## src/rtl/uart_tx_serializer.sv

```systemverilog
// uart_tx_serializer: 8N1 UART transmitter.
// It serializes one byte per accepted request onto an idle-high line.
// Each bit lasts CLKS_PER_BIT system clocks.
//
// Optional feature macro: UART_TX_PARITY_EN.
//   When it is defined, a parity bit is inserted between the data and stop bits.
//   PARITY_ODD selects the parity sense (0 = even, 1 = odd).
//   When it is undefined, the frame is plain 8N1 and PARITY_ODD has no effect.
//
// Ports:
//   i_Clock     system clock; all logic runs on its rising edge
//   i_Reset     synchronous, active-high reset
//   i_Tx_DV     transmit request; sampled only in IDLE
//   i_Tx_Byte   byte to send; captured when i_Tx_DV is accepted
//   o_Tx_Active high while a frame (start..stop) is on the line
//   o_Tx_Done   one-cycle pulse after the stop bit completes
//   o_Tx_Serial serial line; idle high
module uart_tx_serializer #(
  parameter int unsigned CLKS_PER_BIT = 5208,
  parameter int unsigned PARITY_ODD   = 0
) (
  input  logic       i_Clock,
  input  logic       i_Reset,
  input  logic       i_Tx_DV,
  input  logic [7:0] i_Tx_Byte,
  output logic       o_Tx_Active,
  output logic       o_Tx_Done,
  output logic       o_Tx_Serial
);

  localparam int unsigned CNT_W = $clog2(CLKS_PER_BIT);
  localparam logic [CNT_W-1:0] CNT_LAST = CNT_W'(CLKS_PER_BIT - 1);

  // Reject parameter values the bit timing cannot support.
  if (CLKS_PER_BIT < 2 || PARITY_ODD > 1) begin : g_param_check
    $error("uart_tx_serializer: CLKS_PER_BIT must be >= 2 and PARITY_ODD 0 or 1");
  end

  typedef enum logic [2:0] {
    S_IDLE,
    S_START,
    S_DATA,
    S_PARITY,
    S_STOP,
    S_CLEANUP
  } state_t;

  state_t           state;
  logic [CNT_W-1:0] clk_cnt;
  logic [2:0]       bit_cnt;
  logic [7:0]       shift_q;
`ifdef UART_TX_PARITY_EN
  localparam logic PAR_ODD = (PARITY_ODD != 0);
  logic            parity_q;
`endif

  // Frame sequencer.
  // Each output is registered and set one edge ahead of the bit it shows.
  always_ff @(posedge i_Clock) begin
    if (i_Reset) begin
      state       <= S_IDLE;
      clk_cnt     <= '0;
      bit_cnt     <= '0;
      shift_q     <= '0;
      o_Tx_Serial <= 1'b1;
      o_Tx_Active <= 1'b0;
      o_Tx_Done   <= 1'b0;
`ifdef UART_TX_PARITY_EN
      parity_q    <= 1'b0;
`endif
    end else begin
      o_Tx_Done <= 1'b0;
      case (state)
        S_IDLE: begin
          o_Tx_Serial <= 1'b1;
          o_Tx_Active <= 1'b0;
          clk_cnt     <= '0;
          bit_cnt     <= '0;
          if (i_Tx_DV) begin
            shift_q     <= i_Tx_Byte;
`ifdef UART_TX_PARITY_EN
            parity_q    <= (^i_Tx_Byte) ^ PAR_ODD;
`endif
            o_Tx_Serial <= 1'b0;
            o_Tx_Active <= 1'b1;
            state       <= S_START;
          end
        end

        S_START: begin
          if (clk_cnt == CNT_LAST) begin
            clk_cnt     <= '0;
            o_Tx_Serial <= shift_q[0];
            state       <= S_DATA;
          end else begin
            clk_cnt <= clk_cnt + CNT_W'(1);
          end
        end

        // shift_q[0] is the bit currently on the line.
        // shift_q[1] is the next data bit.
        S_DATA: begin
          if (clk_cnt == CNT_LAST) begin
            clk_cnt <= '0;
            if (bit_cnt == 3'd7) begin
              bit_cnt     <= '0;
`ifdef UART_TX_PARITY_EN
              o_Tx_Serial <= parity_q;
              state       <= S_PARITY;
`else
              o_Tx_Serial <= 1'b1;
              state       <= S_STOP;
`endif
            end else begin
              bit_cnt     <= bit_cnt + 3'd1;
              o_Tx_Serial <= shift_q[1];
              shift_q     <= shift_q >> 1;
            end
          end else begin
            clk_cnt <= clk_cnt + CNT_W'(1);
          end
        end

`ifdef UART_TX_PARITY_EN
        S_PARITY: begin
          if (clk_cnt == CNT_LAST) begin
            clk_cnt     <= '0;
            o_Tx_Serial <= 1'b1;
            state       <= S_STOP;
          end else begin
            clk_cnt <= clk_cnt + CNT_W'(1);
          end
        end
`endif

        S_STOP: begin
          if (clk_cnt == CNT_LAST) begin
            clk_cnt     <= '0;
            o_Tx_Active <= 1'b0;
            o_Tx_Done   <= 1'b1;
            state       <= S_CLEANUP;
          end else begin
            clk_cnt <= clk_cnt + CNT_W'(1);
          end
        end

        // Done is already high for this cycle.
        // Requests are still ignored here.
        S_CLEANUP: begin
          o_Tx_Serial <= 1'b1;
          o_Tx_Active <= 1'b0;
          state       <= S_IDLE;
        end

        default: begin
          o_Tx_Serial <= 1'b1;
          o_Tx_Active <= 1'b0;
          state       <= S_IDLE;
        end
      endcase
    end
  end

endmodule

```

## config.mk

```make
export PLATFORM = sky130hd
export DESIGN_NAME = uart_tx_serializer
export DESIGN_NICKNAME = d
export VERILOG_FILES = /design/src/rtl/uart_tx_serializer.sv
export SDC_FILE = /design/constraint.sdc
export NUM_CORES = 1
export LEC_CHECK = 0
export CAP_MARGIN = 40
export CORE_MARGIN = 4
export CORE_UTILIZATION = 35
export DETAILED_ROUTE_END_ITERATION = 8
export DONT_BUFFER_PORTS = 1
export GPL_TIMING_DRIVEN = 0
export PLACE_DENSITY = 0.5
export REMOVE_ABC_BUFFERS = 1
export SYNTH_ARGS = -nofsm -noshare
export SYNTH_HDL_FRONTEND = slang
export SYNTH_SLANG_ARGS = --single-unit
```

## constraint.sdc

```tcl
create_clock -name i_Clock -period 1.7 [get_ports i_Clock]
set_input_delay 0.34 -clock i_Clock [delete_from_list [all_inputs] [get_ports i_Clock]]
set_output_delay 0.34 -clock i_Clock [all_outputs]
set_load 0.01 [all_outputs]
```

After elaboration in Yosys (flattened, before gate mapping)
Cells that the tools add are included.
Widths: inputs -> output; s select.
Operators by class
  div/mod/pow operators: 0
  add/sub/neg operators: 2
  $mul: 0
  muxes and demuxes: 24
  shift-type cells: 0
  bitwise operators: 2
  reductions and logical operators: 11
  magnitude comparators: 0
  eq/ne operators: 11
Operators with widths (number)
  $pmux 13 s2: 1
  $mux 8: 3
  $mux 3: 7
  $pmux 8 s2: 1
  $add 13x1->13 const B: 1
  $eq 13x13->1 const B: 1
  $mux 13: 1
  $ne 2x2->1 const B: 6
  $pmux 3 s4: 1
  $mux 1: 7
  $eq 3x3->1 const B: 2
  $pmux 3 s2: 1
  $reduce_and 5->1: 1
  $pmux 1 s4: 1
  $reduce_and 2->1: 2
  $reduce_and 4->1: 1
  $reduce_bool 2->1: 2
  $reduce_or 2->1: 2
  $add 3x1->3 const B: 1
  $eq 3x1->1 const B: 1
  $eq 3x2->1 const B: 1
  $logic_not 3->1: 1
  $pmux 1 s3: 1
  $reduce_and 3->1: 1
  2 further kinds: 3
Word-level totals
  flip-flop bits (word level): 30
  bits in latches: 0
  memories kept: 0
  bits of input ports: 11
  ROM bits: 0
  RAM bits: 0

Longest topological paths before layout
Gate-level depths: netlist of run 1.
  word-level depth: 4
  gate-level depth with buffers: 7
  gate-level depth less buffers: 6

Worst setup path after synthesis of run 1
Ideal clock, no wire load.
  kind: reg2reg
  start point: reg bit_cnt[0]
  end point: reg shift_q[5]
  setup slack: -0.172 ns
  clock period less this slack: 1.872 ns
  stages on the path, launching flop included: 8
  required time: 1.561 ns
  buffers on the path: 1
  data arrival time: 1.734 ns
  cell sequence: dfxtp_1 ha_1 ha_1 nor4b_1 nand4_1 clkbuf_1 a221oi_1 a311oi_1
On the way
  cells in the longest elaborated chain, start to end: 3
RTL lines
  start: declaration: RTL line 50  | logic [2:0] bit_cnt;
  start signal: assignment: RTL line 115  | bit_cnt <= bit_cnt + 3'd1;
  $eq 3x3->1: RTL line 105  | if (bit_cnt == 3'd7) begin
  $ne 2x2->1 (no source line)
  $reduce_and 4->1 (no source line)
  end signal: assignment: RTL line 80  | shift_q <= i_Tx_Byte;
  end signal: assignment: RTL line 117  | shift_q <= shift_q >> 1;
  end: declaration: RTL line 51  | logic [7:0] shift_q;
No other way between the ends.
A chain may end at the register's enable or synchronous reset.

Worst setup path in the final report of run 1
  start point: reg bit_cnt[1]
  end point: reg shift_q[3]
Same word-level chain as after synthesis.

==> run_results.csv, run 1 <==
group,metric,value,unit
layout,fill_cells,410,
worst_setup_path,crit_path_max_fanout,6,
clock_tree,clockBufferDepth,2,
worst_setup_path,crit_arrival,1930,ps
synth,yosysWarnings,0,
die,row_count,24,
power_and_ir_drop,p_sw_frac,0.242,
layout,final_util,0.486,
worst_setup_path,r2r_slack,-80,ps
die,pin_count,14,
clock_tree,insertion_delay,290,ps
die,core,0.00441,sq mm
hold_path,hp-class,"primary input to register",
layout,final_cell_mix,"dfxtp_1 (22), buf_4 (16), nand3_1 (11), nand2_1 (11), nor3_1 (10)",
die,die_w,76.1,um
timing,tns,-426,ps
detailed_routing,drtPass1Iterations,4,
detailed_routing,wl,4.31,mm
status,violations,"negative setup slack",
synth,yosys.cell_types.count,46,
worst_setup_path,end_kind,"register",
flow_run,maxCapViolations,0,
worst_setup_path,setup.worst_path.start_class,"register",
worst_setup_path,rr_endpoint,"shift_q[3]",
grt,antenna_found_initial,0,
synth,synth_top_family_by_area,"simple AND/OR/NAND/NOR gates",
detailed_routing,avgViaCountPerCell,5.91,
worst_setup_path,critPathLaunch,"bit_cnt[1]",
timing,worst_slack,-82.3,ps
timing,hold_ws,112,ps
grt,grt_pass1_vias,1423,
power_and_ir_drop,power.leakage,0.000664,uW
place,gp_congestion,0.695,
synth,synth-async-reset-ratio,0,
place,port_buffers,0,
worst_setup_path,path_class,"register to register",
worst_setup_path,worstRegToRegCells,7,
timing,finalCriticalPeriod,1780,ps
layout,drive_above_1_share,0.338,
power_and_ir_drop,vdd_drop_max,0.474,mV
timing,slew_violations,0,
grt,track_usage,0.148,
die,start_util,0.368,
layout,regArea,623,sq um
grt,grt_use_met3,0.0378,
power_and_ir_drop,clock_power_share,0.408,
hold_path,whs_path_depth,1,
place,dpl.hpwl,2.36,mm
synth,syn_inst,190,
synth,synthMuxAreaShare,0.0131,
clock_tree,htreeDepth,2,
power_and_ir_drop,power,1460,uW
power_and_ir_drop,seqPwrFrac,0.509,
synth,synth_compound_area_frac,0.184,
timing,setup_viol,7,
grt,top_usage_layer,"met2",
synth,ys.flop_type,"dfxtp_1",
synth,synth-simple-area-share,0.301,
timing,slew_headroom,0.769,
timing,rsz0062_at_grt,"yes",
clock_tree,numCtsBuffers,5,
timing,fmax,561,MHz
grt,overflow,0,
detailed_routing,ant_nets,0,
detailed_routing,drcViolationCount,0,
layout,fin_nets,217,
grt,grt_pass1_wl,7.16,mm
grt,groute.layer.met1.usage,0.212,
status,status,"finished, violations left",
hold_path,hold_end,"bit_cnt[1]",
layout,layout_commonest_cell,"dfxtp_1",
power_and_ir_drop,power.switching,353,uW
hold_path,hold_start,"i_Reset",
timing,fin_skew,6.93,ps
layout,syn_to_final_growth,32.3,%
clock_tree,root_buffer,"clkbuf_8",
layout,stdcell_count,256,
synth,ys_ff_latch,30,
synth,synth_area_per_cell,8.54,sq um
clock_tree,clock_sinks,30,
synth,synthesis.area,0.00162,sq mm
detailed_routing,drt-initial-drc-count,97,
die,fp.dieArea,0.00579,sq mm
place,dp_cells,228,
grt,use_met2,0.216,
clock_tree,clk_pin_slew,70,ps
clock_tree,postCtsHoldBufs,0,
clock_tree,cts_tree,"done",
synth,ys_seq_area_frac,0.370,
worst_setup_path,r2r_start,"bit_cnt[1]",
power_and_ir_drop,p_int,1100,uW
layout,n_antenna_cell,0,
grt,grt_max_degree,32,
power_and_ir_drop,powerDensity,679,mW/mm^2
timing,tightest_slew,346,ps
die,die_y,76.1,um
synth,yosys.area_share.adder,0.0301,
synth,synth_xor_area_frac,0.0432,
timing,finalHoldViolations,0,
layout,multiInputGateArea,0.00116,sq mm
detailed_routing,routed-via-count,1513,
timing,fin_crit_sh,1.05,
detailed_routing,wl_per_cell,16.8,um
synth,synth_edf_count,0,
worst_setup_path,critical_path_required,1850,ps
power_and_ir_drop,combPwrFrac,0.083,
[per-layer routing]
layer	vias up	routed length (um)	part of all wire
met3	7	192	0.045
met2	38	2100	0.49
met4	0	53	0.012
li1	751	-	-
met1	717	1970	0.46
met5	-	0	0
[Yosys cell counts, types with 2 or more instances]
cell type	instances	area, sq um
buf_2	4	20.0
nor4_1	4	25.0
inv_1	8	30.0
nand2_1	12	45.0
xnor2_1	7	61.3
nor4b_1	3	26.3
nor3_1	10	50.1
a211oi_1	3	22.5
or3_1	3	18.8
nor3b_1	2	15.0
nor2b_1	9	56.3
nand3_1	13	65.1
a311oi_1	7	61.3
nand2b_1	2	12.5
nand4b_1	4	35.0
a31oi_1	5	31.3
o21ai_0	2	10.0
clkbuf_1	11	41.3
nor2_1	6	22.5
and4bb_1	2	25.0
ha_1	3	37.5
dfxtp_1	30	601
a21oi_1	4	20.0
a221oi_1	8	70.1
nand4_1	7	43.8
[cell families after synthesis]
logic type                 count (synthesis)
and+or+nand+nor                           83
AOI/OAI and AO/OA                         39
DFF                                       30
buffers and inverters                     24
xor gates and xnor gates                   8
adders and majority gates                  4
muxes                                      2
[power by group through the flow]
stage / clock [uW] / combinational (uW) / sequential, uW
floorplan: 0 / 63.6 / 757
global placement: 0 / 74.1 / 761
detailed placement: 0 / 76.2 / 762
CTS: 603 / 103 / 740
global route: 650 / 135 / 743
finish: 595 / 122 / 741
[final cells by class]
class,instances,share of cell area
Clock buffer,7,0.0402
Clock inverter,1,0.00233
Inverter,9,0.0157
Multi-Input combinational cell,136,0.542
Sequential cell,30,0.290
Tap cell,52,0.0303
Timing Repair Buffer,21,0.0793
[state kept, by name, indices dropped and copies added (netlist names)]
register     flops
clk_cnt         13
shift_q          8
bit_cnt          3
state            3
o_Tx_Active      1
o_Tx_Done        1
o_Tx_Serial      1
[how the worst max path moves through the flow]
stage	end	depth (start not counted)
after floorplan	clk_cnt[10]	4
after global placement	clk_cnt[6]	4
after detailed placement	shift_q[6]	6
after CTS	shift_q[2]	7
after global routing	shift_q[1]	7
final	shift_q[3]	7
[stage by stage]
step	worst slack (ps)	instance area [sq um]
floorplan	-456	1560
global placement	-978	1630
detailed placement	-618	1630
CTS	-35.3	1970
global route	-144	2150
finish	-82.3	2150
[what timing repair did]
item,in CTS,in global routing
setup endpoints to repair,23,19
pin swaps,7,15
gates resized for setup,33,26
gates cloned,1,0
buffers inserted,14,5
[worst max-delay path, cell delays in order (launching register included)]
cell and delay, ps:
dfxtp_4 360, ha_4 160, ha_4 160, nor4b_4 220, nand4_1 210, buf_6 200, a221oi_4 260, a311oi_2 80
Note: power is estimated with default switching activity, not from simulation.
==> run 2, diff against run 1 <==
--- a/config.mk
+++ b/config.mk
@@ -13,6 +13,7 @@
 export GPL_TIMING_DRIVEN = 0
 export PLACE_DENSITY = 0.5
 export REMOVE_ABC_BUFFERS = 1
+export SKIP_CTS_REPAIR_TIMING = 1
 export SYNTH_ARGS = -nofsm -noshare
 export SYNTH_HDL_FRONTEND = slang
 export SYNTH_SLANG_ARGS = --single-unit
==> run 2 against run 1 <==
The flow still finishes with violations (negative setup slack). Sequential cell count did not move. Cell area grew 3.9%. Power about the same. Critical path depth did not move. Critical path type unchanged. First-iteration DRC count fell by 6.2%. Maximum frequency is 0.35% lower. Wire length rose by 8.5%. Cell count rose by 4.3%. Largest power group unchanged.
==> run_results.csv, run 2 (synthesis gave the netlist of run 1 again) <==
group,metric,value,unit
place,gp_congestion,0.695,
power_and_ir_drop,combPwrFrac,0.082,
layout,multiInputGateArea,0.00119,sq mm
power_and_ir_drop,p_int,1110,uW
timing,fmax,559,MHz
detailed_routing,drt-initial-drc-count,91,
power_and_ir_drop,clock_power_share,0.408,
grt,grt_pass1_wl,6.33,mm
timing,fin_skew,6.58,ps
timing,slew_violations,0,
layout,regMostFlops,"clk_cnt",
timing,tightest_slew,536,ps
detailed_routing,drtPass1Iterations,4,
detailed_routing,avgViaCountPerCell,5.94,
power_and_ir_drop,vdd_drop_max,0.468,mV
layout,syn_to_final_growth,37.5,%
worst_setup_path,crit_arrival,1940,ps
die,start_util,0.368,
layout,n_antenna_cell,0,
layout,fill_cells,409,
clock_tree,cts_tree,"done",
place,port_buffers,0,
clock_tree,clock_sinks,30,
status,status,"finished, violations left",
layout,fin_nets,228,
grt,overflow,0,
timing,rsz0062_at_grt,"yes",
detailed_routing,wl,4.68,mm
die,die_y,76.1,um
timing,worst_slack,-88.6,ps
grt,grt_max_degree,32,
worst_setup_path,setup.worst_path.start_class,"register",
power_and_ir_drop,p_sw_frac,0.241,
power_and_ir_drop,powerDensity,653,mW/mm^2
die,fp.dieArea,0.00579,sq mm
power_and_ir_drop,power.leakage,0.000721,uW
detailed_routing,ant_nets,0,
clock_tree,root_buffer,"clkbuf_8",
flow_run,maxCapViolations,0,
layout,regArea,619,sq um
clock_tree,clockBufferDepth,2,
worst_setup_path,end_kind,"register",
die,pin_count,14,
grt,grt_pass1_vias,1287,
detailed_routing,routed-via-count,1585,
worst_setup_path,path_class,"register to register",
hold_path,hp-class,"primary input to register",
grt,antenna_found_initial,0,
detailed_routing,wl_per_cell,17.5,um
timing,slew_headroom,0.642,
clock_tree,numCtsBuffers,5,
clock_tree,clk_pin_slew,70,ps
status,violations,"negative setup slack",
clock_tree,insertion_delay,280,ps
power_and_ir_drop,seqPwrFrac,0.510,
worst_setup_path,critical_path_required,1850,ps
die,core,0.00441,sq mm
layout,drive_above_1_share,0.372,
power_and_ir_drop,power.switching,352,uW
layout,final_util,0.505,
die,die_w,76.1,um
grt,track_usage,0.131,
place,pre_cts_slack,-618,ps
timing,finalCriticalPeriod,1790,ps
timing,tns,-414,ps
detailed_routing,drcViolationCount,0,
layout,final_cell_mix,"buf_4 (26), dfxtp_1 (23), nand3_1 (11), nand2_1 (11), nor3_1 (10)",
die,row_count,24,
clock_tree,htreeDepth,2,
layout,layout_commonest_cell,"buf_4",
timing,setup_viol,8,
worst_setup_path,crit_path_max_fanout,8,
timing,fin_crit_sh,1.05,
timing,finalHoldViolations,0,
layout,reg.largest.list,"clk_cnt (13), shift_q (8)",
place,dpl.hpwl,2.36,mm
layout,largest_reg_flops,13,
==> run 2: cell types whose count changed in the layout (fill, tap and decap cells not counted), moves of 2 or more <==
cell      before  now
buf_6          4    1
a221oi_2       4    7
buf_4         16   26
buf_2          1    3
nor4_4         0    2
a221oi_4       3    0
==> run 2: power by group through the flow <==
stage / Clock (uW) / Combinational [uW] / Sequential (uW)
after CTS: 604 / 77.0 / 747
after detailed placement: 0 / 76.2 / 762
final: 595 / 119 / 743
after global routing: 649 / 132 / 744
after floorplan: 0 / 63.6 / 757
after global placement: 0 / 74.1 / 761
==> run 2: path summary, 6_finish.rpt <==
check | endpoint | depth (start not counted) | startpoint | slack, ps
hold reg to reg | shift_q[7] | 2 | shift_q[7] | 470
setup reg to reg | shift_q[6] | 7 | bit_cnt[1] | -90
hold / removal | bit_cnt[1] | 1 | i_Reset | 110
setup / recovery | shift_q[6] | 7 | bit_cnt[1] | -90
==> run 2: through the flow <==
step / cell area, sq um / power, uW / hold WS [ps] / std cells
6_report: 2230 / 1460 / 114 / 267
5_1_grt: 2230 / 1530 / 107 / 267
4_1_cts: 1720 / 1430 / 116 / 236
3_5_place_dp: 1630 / 838 / 416 / 228
3_3_place_gp: 1630 / 836 / 416 / 227
2_1_floorplan: 1560 / 821 / 409 / 175
==> run 2: layer usage <==
layer  routed length [um]  GRT usage  part of all wire  vias to the layer above
met4                   60     0.0472             0.013                        0
met2                 2250      0.179              0.48                       34
met3                  223     0.0378             0.048                        7
met5                    0          0                 0                        -
li1                     -          -                 -                      772
met1                 2140      0.192              0.46                      772
==> run 2: area by class of cell <==
type                       instances  area share
clock inverter                     1     0.00224
inverter                           9      0.0151
clock buffer                       7      0.0387
tap                               52      0.0292
multi-input combinational        137       0.536
timing repair buffer              31       0.102
sequential                        30       0.278
==> run 2: critical path, cell delays in order (launching register included) <==
cell and delay [ps]:
dfxtp_4 360, ha_4 160, ha_4 170, nor4b_4 210, nand4_1 200, buf_6 210
a221oi_2 260, a311oi_2 70
